[config.mk]
export PLATFORM = sky130hd
export DESIGN_NAME = alarma_respuesta
export DESIGN_NICKNAME = d
export VERILOG_FILES = /design/src/rtl/alarma_respuesta.sv
export SDC_FILE = /design/constraint.sdc
export NUM_CORES = 1
export LEC_CHECK = 0
export CAP_MARGIN = 5
export CORE_AREA = 2 2 71 66
export CTS_CLUSTER_DIAMETER = 60
export DETAILED_ROUTE_END_ITERATION = 7
export DIE_AREA = 0 0 73 68
export HOLD_SLACK_MARGIN = 0.06
export PLACE_DENSITY = 0.67
export SLEW_MARGIN = 20
export SYNTH_ARGS = -nofsm -noshare
export SYNTH_HDL_FRONTEND = slang
export SYNTH_SLANG_ARGS = --single-unit
[constraint.sdc]
create_clock -name clk -period 2.7 [get_ports clk]
set_input_delay 0.54 -clock clk [delete_from_list [all_inputs] [get_ports clk]]
set_output_delay 0.54 -clock clk [all_outputs]
set_load 0.005 [all_outputs]
[src/rtl/alarma_respuesta.sv]
// Alarm response controller: ring, snooze and silence handling for an alarm clock.
// Rings on a rising match flag, beeps at 0.5 Hz and times out to a sticky "missed" flag.
module alarma_respuesta #(
    parameter logic [7:0]  COD_APAGAR   = 8'h5A,
    parameter logic [7:0]  COD_POSPONER = 8'h29,
    parameter int unsigned T_SONAR      = 60,
    parameter int unsigned T_POSPONER   = 300,
    parameter int unsigned MAX_POSP     = 3
) (
    input  logic       clk,
    input  logic       reset,
    input  logic [7:0] Flag_Pico,
    input  logic       Tick_1Hz,
    input  logic [7:0] Tecla,
    input  logic       Tecla_Valida,
    input  logic       Habilitar,
    output logic       Sonido,
    output logic [1:0] Estado_Alarma,
    output logic       Ack_Alarma,
    output logic       Perdida,
    output logic [1:0] Num_Posp
);

    localparam int unsigned TMAX = (T_SONAR > T_POSPONER) ? T_SONAR : T_POSPONER;
    localparam int unsigned CW   = (TMAX > 2) ? $clog2(TMAX) : 1;

    typedef enum logic [1:0] {
        StReposo    = 2'b00,
        StSonando   = 2'b01,
        StPospuesto = 2'b10
    } estado_e;

    estado_e         state_q, state_d;
    logic [CW-1:0]   cnt_q, cnt_d;
    logic [1:0]      num_q, num_d;
    logic            perd_q, perd_d;
    logic            ack_q, ack_d;
    logic            sonido_q, sonido_d;
    logic            prev_q;
    logic            primed_q;

    logic flag_nz;
    logic trigger;
    logic key_off;
    logic key_snooze;

    assign flag_nz    = |Flag_Pico;
    // primed_q suppresses a spurious edge on the first clock after reset release
    assign trigger    = primed_q & flag_nz & ~prev_q;
    assign key_off    = Tecla_Valida && (Tecla == COD_APAGAR);
    assign key_snooze = Tecla_Valida && (Tecla == COD_POSPONER);

    always_comb begin
        state_d = state_q;
        cnt_d   = cnt_q;
        num_d   = num_q;
        perd_d  = perd_q;
        ack_d   = 1'b0;
        if (!Habilitar) begin
            state_d = StReposo;
        end else begin
            case (state_q)
                StReposo: begin
                    if (trigger) begin
                        state_d = StSonando;
                        cnt_d   = '0;
                        num_d   = '0;
                        perd_d  = 1'b0;
                    end
                end
                StSonando: begin
                    if (key_off || (key_snooze && 32'(num_q) >= MAX_POSP)) begin
                        state_d = StReposo;
                        ack_d   = 1'b1;
                    end else if (key_snooze) begin
                        state_d = StPospuesto;
                        num_d   = num_q + 2'd1;
                        cnt_d   = '0;
                    end else if (Tick_1Hz) begin
                        if (cnt_q == CW'(T_SONAR - 1)) begin
                            state_d = StReposo;
                            perd_d  = 1'b1;
                        end else begin
                            cnt_d = cnt_q + 1'b1;
                        end
                    end
                end
                StPospuesto: begin
                    if (key_off) begin
                        state_d = StReposo;
                        ack_d   = 1'b1;
                    end else if (trigger) begin
                        state_d = StSonando;
                        cnt_d   = '0;
                    end else if (Tick_1Hz) begin
                        if (cnt_q == CW'(T_POSPONER - 1)) begin
                            state_d = StSonando;
                            cnt_d   = '0;
                        end else begin
                            cnt_d = cnt_q + 1'b1;
                        end
                    end
                end
                default: state_d = StReposo;
            endcase
        end
        sonido_d = (state_d == StSonando) && !cnt_d[0];
    end

    always_ff @(posedge clk or negedge reset) begin
        if (!reset) begin
            state_q  <= StReposo;
            cnt_q    <= '0;
            num_q    <= '0;
            perd_q   <= 1'b0;
            ack_q    <= 1'b0;
            sonido_q <= 1'b0;
            prev_q   <= 1'b0;
            primed_q <= 1'b0;
        end else begin
            state_q  <= state_d;
            cnt_q    <= cnt_d;
            num_q    <= num_d;
            perd_q   <= perd_d;
            ack_q    <= ack_d;
            sonido_q <= sonido_d;
            prev_q   <= flag_nz;
            primed_q <= 1'b1;
        end
    end

    assign Sonido        = sonido_q;
    assign Estado_Alarma = state_q;
    assign Ack_Alarma    = ack_q;
    assign Perdida       = perd_q;
    assign Num_Posp      = num_q;

endmodule

==> results.md, run 1 <==
- The floorplan step set the die width to 73 um.
- The maximum clock frequency is 431 MHz.
- The total count of hold-check failures in the final report is 0.
- The area fraction of the dominant cell type after synthesis is 31.6%.
- The number of warnings printed during yosys synthesis is 0.
- The kind of path behind the tightest hold check is flop to flop.
- The mean routed wirelength per cell is 14.5 um.
- The routed via count is 1240.
- The total overflow left after global routing is 0.
- The maximum fanout along the worst path is 10.
- At the worst endpoint, the arrival time is 2.47 ns.
- After synthesis the netlist holds a flip-flop and latch count of 18.
- The power per cell area is 311 mW/mm^2.
- The clock root buffer is sky130_fd_sc_hd__clkbuf_8.
- In the post-synthesis netlist, the biggest area contributors are sky130_fd_sc_hd__dfrtp_1 (32%), sky130_fd_sc_hd__ha_1 (5.3%), sky130_fd_sc_hd__nand4bb_4 (3.9%).
- The share of flip-flops with an asynchronous set or reset after synthesis is 100%.
- The core occupancy in the finished layout is 42.8%.
- The wire length of the first global-routing pass is 5420 um.
- The number of pins with negative max-slew slack in the final report was 0.
- Clock tree synthesis inserted a total of 3 buffers.
- Adding up every negative setup slack in the final design gives 0 ns.
- In the global route stage, overall resource usage came out at 14.1%.
- The initial utilization of the core area, before any placement, comes to 33.3%.
- Dividing the synthesized area by the synthesized cell count gives 9.98 um^2.
- The core region is 0.00429 mm^2.
- In this run the number of H-tree levels came out at 1.
- Row generation in the floorplan step produced 23 rows.
- The internal power is 440 uW.
- The number of resized instances in the post-cts repair step is 0.
- The synthesis-to-layout area growth is 28.7%.
- In this run, distinct cell masters in the synthesized netlist total 56.
- Dividing the detail-routed via count by the number of cells gives 5.46.
- The final-report setup violation count is 0.
- The final wirelength is 3300 um.
- The proportion of synthesized chip area in sequential cells is 31.6%.
- The final-stage net count is 205.
- The filler cells instantiated in the layout total 395.
- The required time reported for the critical path endpoint is 2.85 ns.
- The final worst slack is 0.379 ns.
- Counting every sink on the clock net gives 18.
- The antenna diode count is 0.
- The initial antenna violation count is 0.
- Setup repair after global routing left no endpoint under its margin.
- The switching part of the total is 23.0%.
- The vertical extent of the die is 68 um.
- Among all cell types in the netlist, the one instantiated most often is sky130_fd_sc_hd__dfrtp_1.
- The largest area contributor in the netlist is sky130_fd_sc_hd__dfrtp_1.
- The clock transition at the register clock pins on the worst setup and hold paths after CTS is 0.07 ns.
- After clock tree synthesis, the flow added hold-fix buffers numbering 0.
- OpenSTA, run right after detailed placement, puts the worst setup slack at 0.114 ns.
- The largest buffer count on any clock path is 2.
- The number of flops mapped to enable cells by yosys is 0.
- The via count of the first global-routing pass is 1101.
- The type of element launching the critical path is a primary input.
- At the end of routability-driven placement, the weighted congestion stood at 0.809.
- The switching component of the power is 132 uW.
- Dividing the final minimum period by the clock period gives 85.9%.
- The post-route antenna net violation count is 0.
- The first-pass iteration count of the detailed router is 4.
- The clock group share of total power is 40.6%.
- The leakage power figure is 0.000724 uW.
- Synthesis handed over a netlist of 143 instances.
- The worst setup path is captured at a flop.
- The start-to-end type of the worst setup path is primary input to flop.
- The worst hold slack is 0.520 ns.
- After synthesis, the most frequently instantiated cells are sky130_fd_sc_hd__dfrtp_1 (18), sky130_fd_sc_hd__inv_1 (10), sky130_fd_sc_hd__nand2_1 (10).
- The clock tree from TritonCTS is done.
- The HPWL after detailed placement is 2500 um.
- The most instantiated flip-flop cell in the synthesis netlist is sky130_fd_sc_hd__dfrtp_1.
- The number of DRC markers after the initial detailed-route iteration is 54.
- Input and output buffers added on the ports amount to 27.
- Cells with a size suffix above 1 make up 18.6% of the layout.
- The synthesized area is 0.00143 mm^2.
- Across the routed clock network, the largest skew measured is 0.00607 ns.
- The run finished with clean final reports.
- In this run the post-CTS setup repair buffer count came out at 0.
- Clock latency on the worst-skew pair, taken at its later pin, is 0.26 ns.
- Of the total power, registers draw 47.6%.
- The tool flagged a number of max-cap violations equal to 0.
- Combinational logic is responsible for 11.8% of the overall power.
- The area of the die is 0.00496 mm^2.
- The worst path needs 2.32 ns of the cycle, external delays included.
- Entering global routing, the biggest net connects 19 pins.
- The worst-case IR drop observed on VDD is 0.158 mV.
- The post-synthesis net count is 170.
- For this run, design rule violations remaining after detail routing come to 0.
- The number of I/O pins is 28.
worst paths after layout:
check	from	to	slack [ns]	cells after the start
max in group asynchronous	reset	Perdida	1.89	2
setup reg to reg	cnt_q[0]	cnt_q[6]	0.51	6
hold / removal	Num_Posp[1]	Num_Posp[1]	0.52	2
hold reg to reg	Num_Posp[1]	Num_Posp[1]	0.52	2
min in group asynchronous	reset	cnt_q[8]	0.60	2
setup / recovery	Tecla[7]	cnt_q[2]	0.38	7
power by group through the flow:
stage | registers, uW | clock network (uW) | logic [uW]
global placement | 277 | 0 | 67.8
global route | 272 | 249 | 73.3
CTS | 272 | 236 | 68.5
detailed placement | 277 | 0 | 68.1
finish | 272 | 232 | 67.7
floorplan | 277 | 0 | 18.9
placed cells by master, fill, tap and decap left out, drive strengths merged, types with 5 or more instances in the layout:
| cell type | instances |
|---|---|
| dfrtp | 18 |
| clkdlybuf4s50 | 27 |
| nor3 | 5 |
| buf | 5 |
| inv | 10 |
| nand3 | 6 |
| ha | 6 |
| o21ai | 7 |
| nor2 | 10 |
| a211o | 6 |
| nand2 | 11 |
critical path: stages:
cell and delay, ns:
sky130_fd_sc_hd__clkdlybuf4s50_1 0.42, sky130_fd_sc_hd__nand4bb_4 0.28, sky130_fd_sc_hd__o31ai_4 0.33, sky130_fd_sc_hd__a21boi_2 0.26, sky130_fd_sc_hd__o211ai_4 0.15, sky130_fd_sc_hd__o31a_1 0.31
sky130_fd_sc_hd__a31o_1 0.18
stage by stage:
stage | cells | cell area [um^2] | power (uW)
global route | 227 | 1840 | 594
finish | 227 | 1840 | 572
floorplan | 143 | 1430 | 296
global placement | 223 | 1780 | 345
detailed placement | 223 | 1780 | 345
CTS | 227 | 1840 | 577
per-layer routing:
layer / share of wire [%] / GRT usage, % / vias up
met5: 0 / 0 / -
met3: 4.8 / 2.80 / 5
met2: 42 / 20.8 / 34
met4: 1.6 / 4.86 / 0
li1: - / - / 615
met1: 52 / 20.4 / 586
sequential cells by signal (all words and copies together), names as in the netlist:
| signal | cells |
|---|---|
| Ack_Alarma | 1 |
| Estado_Alarma | 2 |
| cnt_q | 9 |
| prev_q | 1 |
| Sonido | 1 |
| Perdida | 1 |
| Num_Posp | 2 |
| primed_q | 1 |
final cells by class:
cell class	instances	area, um^2	share of cell area (%)
clock buffer	4	55.1	3.00
inverter	10	37.5	2.04
multi-input combinational	113	923	50.3
sequential	18	450	24.5
tap	50	62.6	3.41
timing repair buffer	32	308	16.8
kinds of logic (layout without fill, tap and decap cells):
kind of cell	count (synthesis)	after routing	share of synthesized area [%]
adder cells (fa/ha/maj)	6	6	5.26
XOR/XNOR	1	1	0.614
flip-flops	18	18	31.6
buffers and inverters	12	46	3.77
AND/OR/NAND/NOR	59	59	29.8
AO/OA/AOI/OAI	45	45	28.0
other	1	1	0.263
multiplexers	1	1	0.701
Power figures use the tool's default switching activity.
==> run 2, diff against run 1 <==
--- a/config.mk
+++ b/config.mk
@@ -12,6 +12,7 @@
 export DIE_AREA = 0 0 73 68
 export HOLD_SLACK_MARGIN = 0.06
 export PLACE_DENSITY = 0.67
+export SKIP_CTS_REPAIR_TIMING = 1
 export SLEW_MARGIN = 20
 export SYNTH_ARGS = -nofsm -noshare
 export SYNTH_HDL_FRONTEND = slang
==> constraint.sdc (replaced) <==
create_clock -name clk -period 2.8 [get_ports clk]
set_input_delay 0.56 -clock clk [delete_from_list [all_inputs] [get_ports clk]]
set_output_delay 0.56 -clock clk [all_outputs]
set_load 0.005 [all_outputs]
==> run 2 against run 1 <==
- combinational power fell by 7.1%
- final cell count fell by 1.8%
- global-route usage rose by 0.14 points
- flip-flop and latch count unchanged
- clock power is 3% lower
- register-to-register slack about the same
- sequential share of layout area is 0.41 points higher
- critical path depth did not move
- via count is the same
- worst hold slack better by 0.021 ns
- worst setup slack improved by 0.029 ns
==> results.md, run 2 (synthesized netlist as in run 1, its figures left out) <==
- Run status: complete, no violations (unchanged).
- The type of element launching the critical path is a primary input (unchanged).
- The final wirelength came to 3290 um (was 3300 um).
- The largest buffer count on any clock path is 2 (unchanged).
- The total half-perimeter wirelength after legalization and detailed placement was 2490 um (was 2500 um).
- The leakage power figure came to 0.000703 uW (was 0.000724 uW).
- The core area is 0.00429 mm^2 (unchanged).
- The biggest cell delay along the critical path is 0.50 ns (was 0.42 ns).
- The power per cell area came to 304 mW/mm^2 (was 311 mW/mm^2).
- The synthesis-to-layout area growth is 26.6% (was 28.7%).
- The x dimension of the die is 73 um (unchanged).
- The number of standard-cell rows in the floorplan was 23 (unchanged).
- The final-stage net count is 201 (was 205).
- The wire length of the first global-routing pass is 5580 um (was 5420 um).
- The number of buffers added by the clock tree synthesis step came to 3 (unchanged).
- The maximum number of pins on one net before global-route repair is 19 (unchanged).
- The maximum clock frequency is 418 MHz.
- The clock sink count is 18 (unchanged).
- The number of DRC markers after the initial detailed-route iteration is 58 (was 54).
- The routed via count was 1240 (unchanged).
- The maximum fanout along the worst path is 10 (unchanged).
- At the pin with the least slew margin, the transition time is 0.861 ns.
- The sequential cell area is 450 um^2 (unchanged).
- The worst clock skew on the final layout is 0.00622 ns (was 0.00607 ns).
- The start-to-end type of the worst setup path is primary input to flop (unchanged).
- The starting utilization of the core area is 33.3% (unchanged).
- The final-report setup violation count is 0 (unchanged).
- Headroom to the max-slew limit came out at 42.4%.
- The worst-case setup slack after placement was 0.162 ns (was 0.114 ns).
- The antenna diode count is 0 (unchanged).
- The total negative setup slack is 0 ns (unchanged).
- The weighted congestion reported at the end of routability-driven placement was 0.845 (was 0.809).
- The clock transition at the register clock pins on the worst setup and hold paths after CTS is 0.08 ns (was 0.07 ns).
- The count of max-cap constraint violations is 0 (unchanged).
- The type of destination of the critical path is a flop (unchanged).
- The initial antenna violation count is 0 (unchanged).
- The vertical extent of the die was 68 um (unchanged).
- The kind of path behind the tightest hold check was flop to flop (unchanged).
- The number of pins with negative max-slew slack in the final report is 0 (unchanged).
- The maximum level of the CTS H-tree is 1 (unchanged).
- The count of input and output buffers is 27 (unchanged).
- The required time reported for the critical path endpoint is 2.96 ns (was 2.85 ns).
- The number of I/O pins is 28 (unchanged).
- The critical path arrival is 2.55 ns (was 2.47 ns).
- The final critical-path share of the clock period is 85.4%.
- The total count of hold-check failures in the final report is 0 (unchanged).
- Leading cell types in the layout, fill and taps excluded: sky130_fd_sc_hd__clkdlybuf4s50_1 (27), sky130_fd_sc_hd__dfrtp_1 (18), sky130_fd_sc_hd__inv_1 (10), sky130_fd_sc_hd__nand2_1 (10), sky130_fd_sc_hd__nor2_1 (8) (unchanged).
- The clock tree from TritonCTS is done (unchanged).
- The post-detailed-route DRC marker count came to 0 (unchanged).
- The post-detailed-route via-to-cell ratio is 5.56 (was 5.46).
- The worst IR drop on VDD is 0.157 mV (was 0.158 mV).
- The register with the most flip-flops is cnt_q (unchanged).
- The cell with the largest stage delay on the worst path is sky130_fd_sc_hd__clkdlybuf4s50_1 (unchanged).
- The number of placed cells counting well taps was 219 (was 223).
- Cells traversed along the worst timing path: clkdlybuf4s50_1 > nor4_4 > a211o_2 > a21boi_2 > o211ai_4 > o31a_1 > a31o_1 (was clkdlybuf4s50_1 > nand4bb_4 > o31ai_4 > a21boi_2 > o211ai_4 > o31a_1 > a31o_1).
- The most frequent standard cell in the layout excluding fill and tap cells was sky130_fd_sc_hd__clkdlybuf4s50_1 (unchanged).
- The first-pass iteration count of the detailed router is 4 (unchanged).
- The via count of the first global-routing pass is 1254 (was 1101).
- The share of layout cells above drive strength 1 was 16.8% (was 18.6%).
- The insertion delay to the later sink of the worst-skew pair is 0.26 ns (about the same).
- Counting I/O delays and the setup requirement, the final critical path takes 2.39 ns.
- The number of buffer and inverter stages on the critical path was 1 (unchanged).
- The residual overflow from global routing came to 0 (unchanged).
- The power after layout is 549 uW (was 572 uW).
- The total global routing track utilization is 14.3% (was 14.1%).
- The post-route antenna net violation count was 0 (unchanged).
- The number of filler cells placed in the layout is 450 (was 395).
- The clock root buffer is sky130_fd_sc_hd__clkbuf_8 (unchanged).
- The core occupancy in the finished layout is 42.1% (was 42.8%).
- The mean routed wirelength per cell is 14.7 um (was 14.5 um).
- The final worst slack is 0.408 ns (was 0.379 ns).
- The number of flip-flops in the largest register is 9 (unchanged).
- Unrepaired setup endpoints after global routing: no (unchanged).
- The final instance count without filler cells is 223 (was 227).
- The top cell family by delay on the critical path is compound AO/OA/AOI/OAI gates (unchanged).
- The area of the die is 0.00496 mm^2 (unchanged).
- The multi-input logic area is 923 um^2 (unchanged).
==> run 2: cell types whose count changed in the layout (fill, tap and decap cells not counted), sizes merged <==
cell / previous run / this run
buf: 5 / 1
==> run 2: area by class of cell <==
class	instances	share of cell area [%]
Clock buffer	4	3.05
Inverter	10	2.08
Multi-Input combinational cell	113	51.1
Sequential cell	18	24.9
Tap cell	50	3.46
Timing Repair Buffer	28	15.4
==> run 2: per-layer routing <==
layer	global-route usage, %	vias to the layer above	routed length (um)
met3	3.53	7	236
met1	18.4	587	1570
met2	23.1	43	1430
li1	-	603	-
met4	5.09	0	46
met5	0	-	0
==> run 2: worst register-to-register path: stages, from the launching register on <==
cell,delay (ns)
sky130_fd_sc_hd__dfrtp_1,0.44
sky130_fd_sc_hd__inv_1,0.10
sky130_fd_sc_hd__ha_1,0.37
sky130_fd_sc_hd__o31ai_4,0.17
sky130_fd_sc_hd__o41a_1,0.37
sky130_fd_sc_hd__o211ai_4,0.35
sky130_fd_sc_hd__nor2_2,0.14
sky130_fd_sc_hd__a32o_2,0.26
==> run 2: worst paths after layout <==
path	endpoint	depth (start not counted)	slack [ns]	from
setup / recovery	cnt_q[2]	7	0.41	Flag_Pico[0]
hold / removal	Num_Posp[0]	1	0.54	Num_Posp[0]
setup reg to reg	cnt_q[7]	7	0.50	Estado_Alarma[1]
hold reg to reg	Num_Posp[0]	1	0.54	Num_Posp[0]
max in group asynchronous	Num_Posp[1]	1	1.48	reset
min in group asynchronous	cnt_q[4]	1	0.78	reset
==> run 2: report_power, final <==
part / internal [uW] / total, uW / switching (uW)
sequential: 261 / 262 / 0.888
combinational: 35.9 / 62.9 / 27.0
clock: 125 / 224 / 98.4
total: 422 / 549 / 126
==> run 2: metrics by stage <==
stage | cell area (um^2) | hold slack [ns]
5_1_grt | 1810 | 0.590
3_5_place_dp | 1750 | 0.524
2_1_floorplan | 1430 | 0.264
6_report | 1810 | 0.541
3_3_place_gp | 1750 | 0.518
4_1_cts | 1810 | 0.546
==> run 3, diff against run 2 <==
--- a/config.mk
+++ b/config.mk
@@ -5,13 +5,13 @@
 export SDC_FILE = /design/constraint.sdc
 export NUM_CORES = 1
 export LEC_CHECK = 0
+export ABC_AREA = 1
 export CAP_MARGIN = 5
-export CORE_AREA = 2 2 71 66
+export CORE_AREA = 2 2 76 71
 export CTS_CLUSTER_DIAMETER = 60
 export DETAILED_ROUTE_END_ITERATION = 7
-export DIE_AREA = 0 0 73 68
-export HOLD_SLACK_MARGIN = 0.06
-export PLACE_DENSITY = 0.67
+export DIE_AREA = 0 0 78 73
+export PLACE_DENSITY = 0.66
 export SKIP_CTS_REPAIR_TIMING = 1
 export SLEW_MARGIN = 20
 export SYNTH_ARGS = -nofsm -noshare
==> run 3 against run 2 <==
- die area rose by 15%
- sequential share of layout area fell by 2.7 points
- clock skew fell by 0.0024 ns
- routed wire length rose by 29%
- register-to-register slack improved by 0.02 ns
- combinational power rose by 83%
- count of clock-buffer cells in the layout fell by 1
- critical path type is now flop to flop
- largest cell class unchanged
==> results.md, run 3 <==
- Run status: complete, no violations (unchanged).
- The number of flops mapped to enable cells by yosys is 0 (unchanged).
- The maximum clock frequency was 438 MHz (was 418 MHz).
- The area of the die came to 0.00569 mm^2 (was 0.00496 mm^2).
- The vertical extent of the die was 73 um (was 68 um).
- The wire length of the first global-routing pass came to 7330 um (was 5580 um).
- The initial antenna violation count is 0 (unchanged).
- The number of flip-flops in the largest register is 9 (unchanged).
- The starting utilization of the core area is 33.0% (was 33.3%).
- The number of register bits inferred by synthesis came to 18 (unchanged).
- The most frequent standard cell in the layout excluding fill and tap cells is sky130_fd_sc_hd__nand2_1 (was sky130_fd_sc_hd__clkdlybuf4s50_1).
- The core area is 0.00500 mm^2 (was 0.00429 mm^2).
- The weighted congestion reported at the end of routability-driven placement was 0.868 (was 0.845).
- The final-stage net count is 315 (was 201).
- The clock transition at the register clock pins on the worst setup and hold paths after CTS is 0.07 ns (was 0.08 ns).
- The largest buffer count on any clock path is 2 (unchanged).
- The number of filler cells placed in the layout is 542 (was 450).
- The area fraction of the dominant cell type after synthesis came to 27.3% (was 31.6%).
- The final critical-path share of the clock period is 81.6% (was 85.4%).
- The first-pass iteration count of the detailed router was 4 (unchanged).
- The post-detailed-route DRC marker count is 0 (unchanged).
- The number of warnings printed during yosys synthesis was 0 (unchanged).
- The start-to-end type of the worst setup path was flop to flop (was primary input to flop).
- The final worst slack is 0.516 ns (was 0.408 ns).
- The cell with the largest stage delay on the worst path is sky130_fd_sc_hd__ha_1 (was sky130_fd_sc_hd__clkdlybuf4s50_1).
- The critical path arrival is 2.42 ns (was 2.55 ns).
- The final wirelength came to 4250 um (was 3290 um).
- The final-report setup violation count was 0 (unchanged).
- The number of buffer and inverter stages on the critical path is 3 (was 1).
- The largest area contributor in the netlist is sky130_fd_sc_hd__dfrtp_1 (unchanged).
- The biggest cell delay along the critical path was 0.49 ns (was 0.50 ns).
- The post-synthesis net count was 287 (was 170).
- Leading cell types in the layout, fill and taps excluded: sky130_fd_sc_hd__nand2_1 (69), sky130_fd_sc_hd__nand3_1 (36), sky130_fd_sc_hd__inv_1 (30), sky130_fd_sc_hd__nor2_1 (30), sky130_fd_sc_hd__clkdlybuf4s50_1 (27) (was sky130_fd_sc_hd__clkdlybuf4s50_1 (27), sky130_fd_sc_hd__dfrtp_1 (18), sky130_fd_sc_hd__inv_1 (10), sky130_fd_sc_hd__nand2_1 (10), sky130_fd_sc_hd__nor2_1 (8)).
- The worst IR drop on VDD is 0.210 mV (was 0.157 mV).
- The count of input and output buffers came to 27 (unchanged).
- The synthesized area was 0.00165 mm^2 (was 0.00143 mm^2).
- The maximum fanout along the worst path was 14 (was 10).
- The most frequent cell after synthesis is sky130_fd_sc_hd__nand2_1 (was sky130_fd_sc_hd__dfrtp_1).
- The x dimension of the die came to 78 um (was 73 um).
- The residual overflow from global routing is 0 (unchanged).
- The number of pins with negative max-slew slack in the final report is 0 (unchanged).
- The mean area per synthesized cell is 6.36 um^2 (was 9.98 um^2).
- The worst clock skew on the final layout is 0.00383 ns (was 0.00622 ns).
- The share of flip-flops with an asynchronous set or reset after synthesis is 100% (unchanged).
- Largest cells by area after synthesis: sky130_fd_sc_hd__dfrtp_1 (27%), sky130_fd_sc_hd__nand2_1 (16%), sky130_fd_sc_hd__nand3_1 (11%) (was sky130_fd_sc_hd__dfrtp_1 (32%), sky130_fd_sc_hd__ha_1 (5.3%), sky130_fd_sc_hd__nand4bb_4 (3.9%)).
- The count of max-cap constraint violations is 0 (unchanged).
- The number of DRC markers after the initial detailed-route iteration came to 131 (was 58).
- The maximum number of pins on one net before global-route repair is 19 (unchanged).
- The post-detailed-route via-to-cell ratio is 4.97 (was 5.56).
- The total half-perimeter wirelength after legalization and detailed placement is 3350 um (was 2490 um).
- The worst-case setup slack after placement came to 0.412 ns (was 0.162 ns).
- The number of standard-cell rows in the floorplan is 25 (was 23).
- Most instantiated cells after synthesis: sky130_fd_sc_hd__nand2_1 (69), sky130_fd_sc_hd__nand3_1 (36), sky130_fd_sc_hd__inv_1 (30), sky130_fd_sc_hd__nor2_1 (30), sky130_fd_sc_hd__dfrtp_1 (18) (was sky130_fd_sc_hd__dfrtp_1 (18), sky130_fd_sc_hd__inv_1 (10), sky130_fd_sc_hd__nand2_1 (10)).
- The post-route antenna net violation count is 0 (unchanged).
- The most instantiated flip-flop cell in the synthesis netlist was sky130_fd_sc_hd__dfrtp_1 (unchanged).
- The routed via count is 1753 (was 1240).
- The synthesis-to-layout area growth is 22.8% (was 26.6%).
- The count of mapped cells out of synthesis came to 260 (was 143).
- The number of unique standard cell types used by synthesis is 29 (was 56).
- The slew of the pin with the lowest slew margin is 0.793 ns (was 0.861 ns).
- The type of element launching the critical path was a flop (was primary input).
- The number of I/O pins is 28 (unchanged).
- The total global routing track utilization came to 16.1% (was 14.3%).
- The share of layout cells above drive strength 1 is 9.44% (was 16.8%).
- The type of destination of the critical path is a flop (unchanged).
- The total count of hold-check failures in the final report came to 0 (unchanged).
- Unrepaired setup endpoints after global routing: no (unchanged).
- The clock tree from TritonCTS was done (unchanged).
- The power per cell area was 287 mW/mm^2 (was 304 mW/mm^2).
- The cell that appears most often on the critical path is sky130_fd_sc_hd__nand2_1.
- The insertion delay to the later sink of the worst-skew pair is 0.25 ns (was 0.26 ns).
- The top cell family by delay on the critical path is simple AND/OR/NAND/NOR gates (was compound AO/OA/AOI/OAI gates).
- The antenna diode count came to 0 (unchanged).
- The total negative setup slack is 0 ns (unchanged).
- The clock root buffer was sky130_fd_sc_hd__clkbuf_8 (unchanged).
- The post-route minimum period is 2.28 ns (was 2.39 ns).
- The worst max-slew margin expressed relative to the limit is 46.9% (was 42.4%).
- Cells traversed along the worst timing path: inv_1 > ha_1 > inv_1 > nand2_1 > nor2_1 > nor2_1 > nand2_1 > nor2_4 > inv_1 > nand2_1 > nand2_1 (was clkdlybuf4s50_1 > nor4_4 > a211o_2 > a21boi_2 > o211ai_4 > o31a_1 > a31o_1).
- The register with the most flip-flops is cnt_q (unchanged).
- The clock sink count is 18 (unchanged).
- The via count of the first global-routing pass is 1585 (was 1254).
- The kind of path behind the tightest hold check is flop to flop (unchanged).
- The maximum level of the CTS H-tree is 1 (unchanged).
- The proportion of synthesized chip area in sequential cells is 27.3% (was 31.6%).
- The number of buffers added by the clock tree synthesis step is 3 (unchanged).
- The required time reported for the critical path endpoint came to 2.94 ns (was 2.96 ns).
- The leakage power figure is 0.000976 uW (was 0.000703 uW).
- The mean routed wirelength per cell came to 12.0 um (was 14.7 um).
==> run 3: logic make-up (layout without fill, tap and decap cells) <==
logic type	Yosys count	in the layout	synth area share, %
compound gates	18	18	5.75
simple gates	173	173	50.6
fa+ha+maj	6	6	4.54
other cells	1	1	0.227
flops	18	18	27.3
xor+xnor	2	2	1.06
buf+inv	42	68	10.5
==> run 3: per-stage QoR <==
step                      util, %  std cells  hold slack (ns)  total power [uW]  area (um^2)
after floorplan                 -        260            0.264               354         1650
after global placement       39.7        350            0.480               410         1990
after detailed placement     39.7        350            0.504               412         1990
after CTS                    40.6        353            0.521               592         2030
after global routing         40.6        353            0.541               620         2030
final                        40.6        353            0.513               583         2030
==> run 3: worst register-to-register path: stages, from the launching register on <==
cell,delay (ns)
sky130_fd_sc_hd__dfrtp_1,0.46
sky130_fd_sc_hd__inv_1,0.11
sky130_fd_sc_hd__ha_1,0.49
sky130_fd_sc_hd__inv_1,0.19
sky130_fd_sc_hd__nand2_1,0.13
sky130_fd_sc_hd__nor2_1,0.05
sky130_fd_sc_hd__nor2_1,0.13
sky130_fd_sc_hd__nand2_1,0.10
sky130_fd_sc_hd__nor2_4,0.27
sky130_fd_sc_hd__inv_1,0.12
sky130_fd_sc_hd__nand2_1,0.08
sky130_fd_sc_hd__nand2_1,0.05
==> run 3: cell type report <==
type                            instances  area (um^2)  share of cell area [%]
Multi-Input combinational cell        200         1030                    50.7
Sequential cell                        18          450                    22.2
Timing Repair Buffer                   29          285                    14.1
Inverter                               36          140                    6.91
Tap cell                               67         83.8                    4.13
Clock buffer                            3         41.3                    2.03
==> run 3: worst paths after layout <==
check	from	end	cells past startpoint	slack, ns
setup reg to reg	Estado_Alarma[1]	cnt_q[5]	11	0.52
max in group asynchronous	reset	cnt_q[6]	1	1.53
hold / removal	Num_Posp[1]	Num_Posp[1]	2	0.51
hold reg to reg	Num_Posp[1]	Num_Posp[1]	2	0.51
setup / recovery	Estado_Alarma[1]	cnt_q[5]	11	0.52
min in group asynchronous	reset	Estado_Alarma[0]	1	0.77
==> run 3: report_power, final <==
group / total (uW) / leakage (uW) / internal [uW] / switching [uW]
clock network: 176 / 0.0000216 / 95.5 / 80.6
registers: 292 / 0.000228 / 276 / 16.8
logic: 115 / 0.000726 / 54.7 / 60.1
==> run 3: routing by layer <==
| layer | track usage (%) | up-vias | part of all wire, % |
|---|---|---|---|
| met5 | 0 | - | 0 |
| met4 | 4.87 | 0 | 1.2 |
| met3 | 2.10 | 4 | 6.7 |
| met2 | 24.9 | 58 | 44 |
| met1 | 23.4 | 800 | 48 |
| li1 | - | 891 | - |
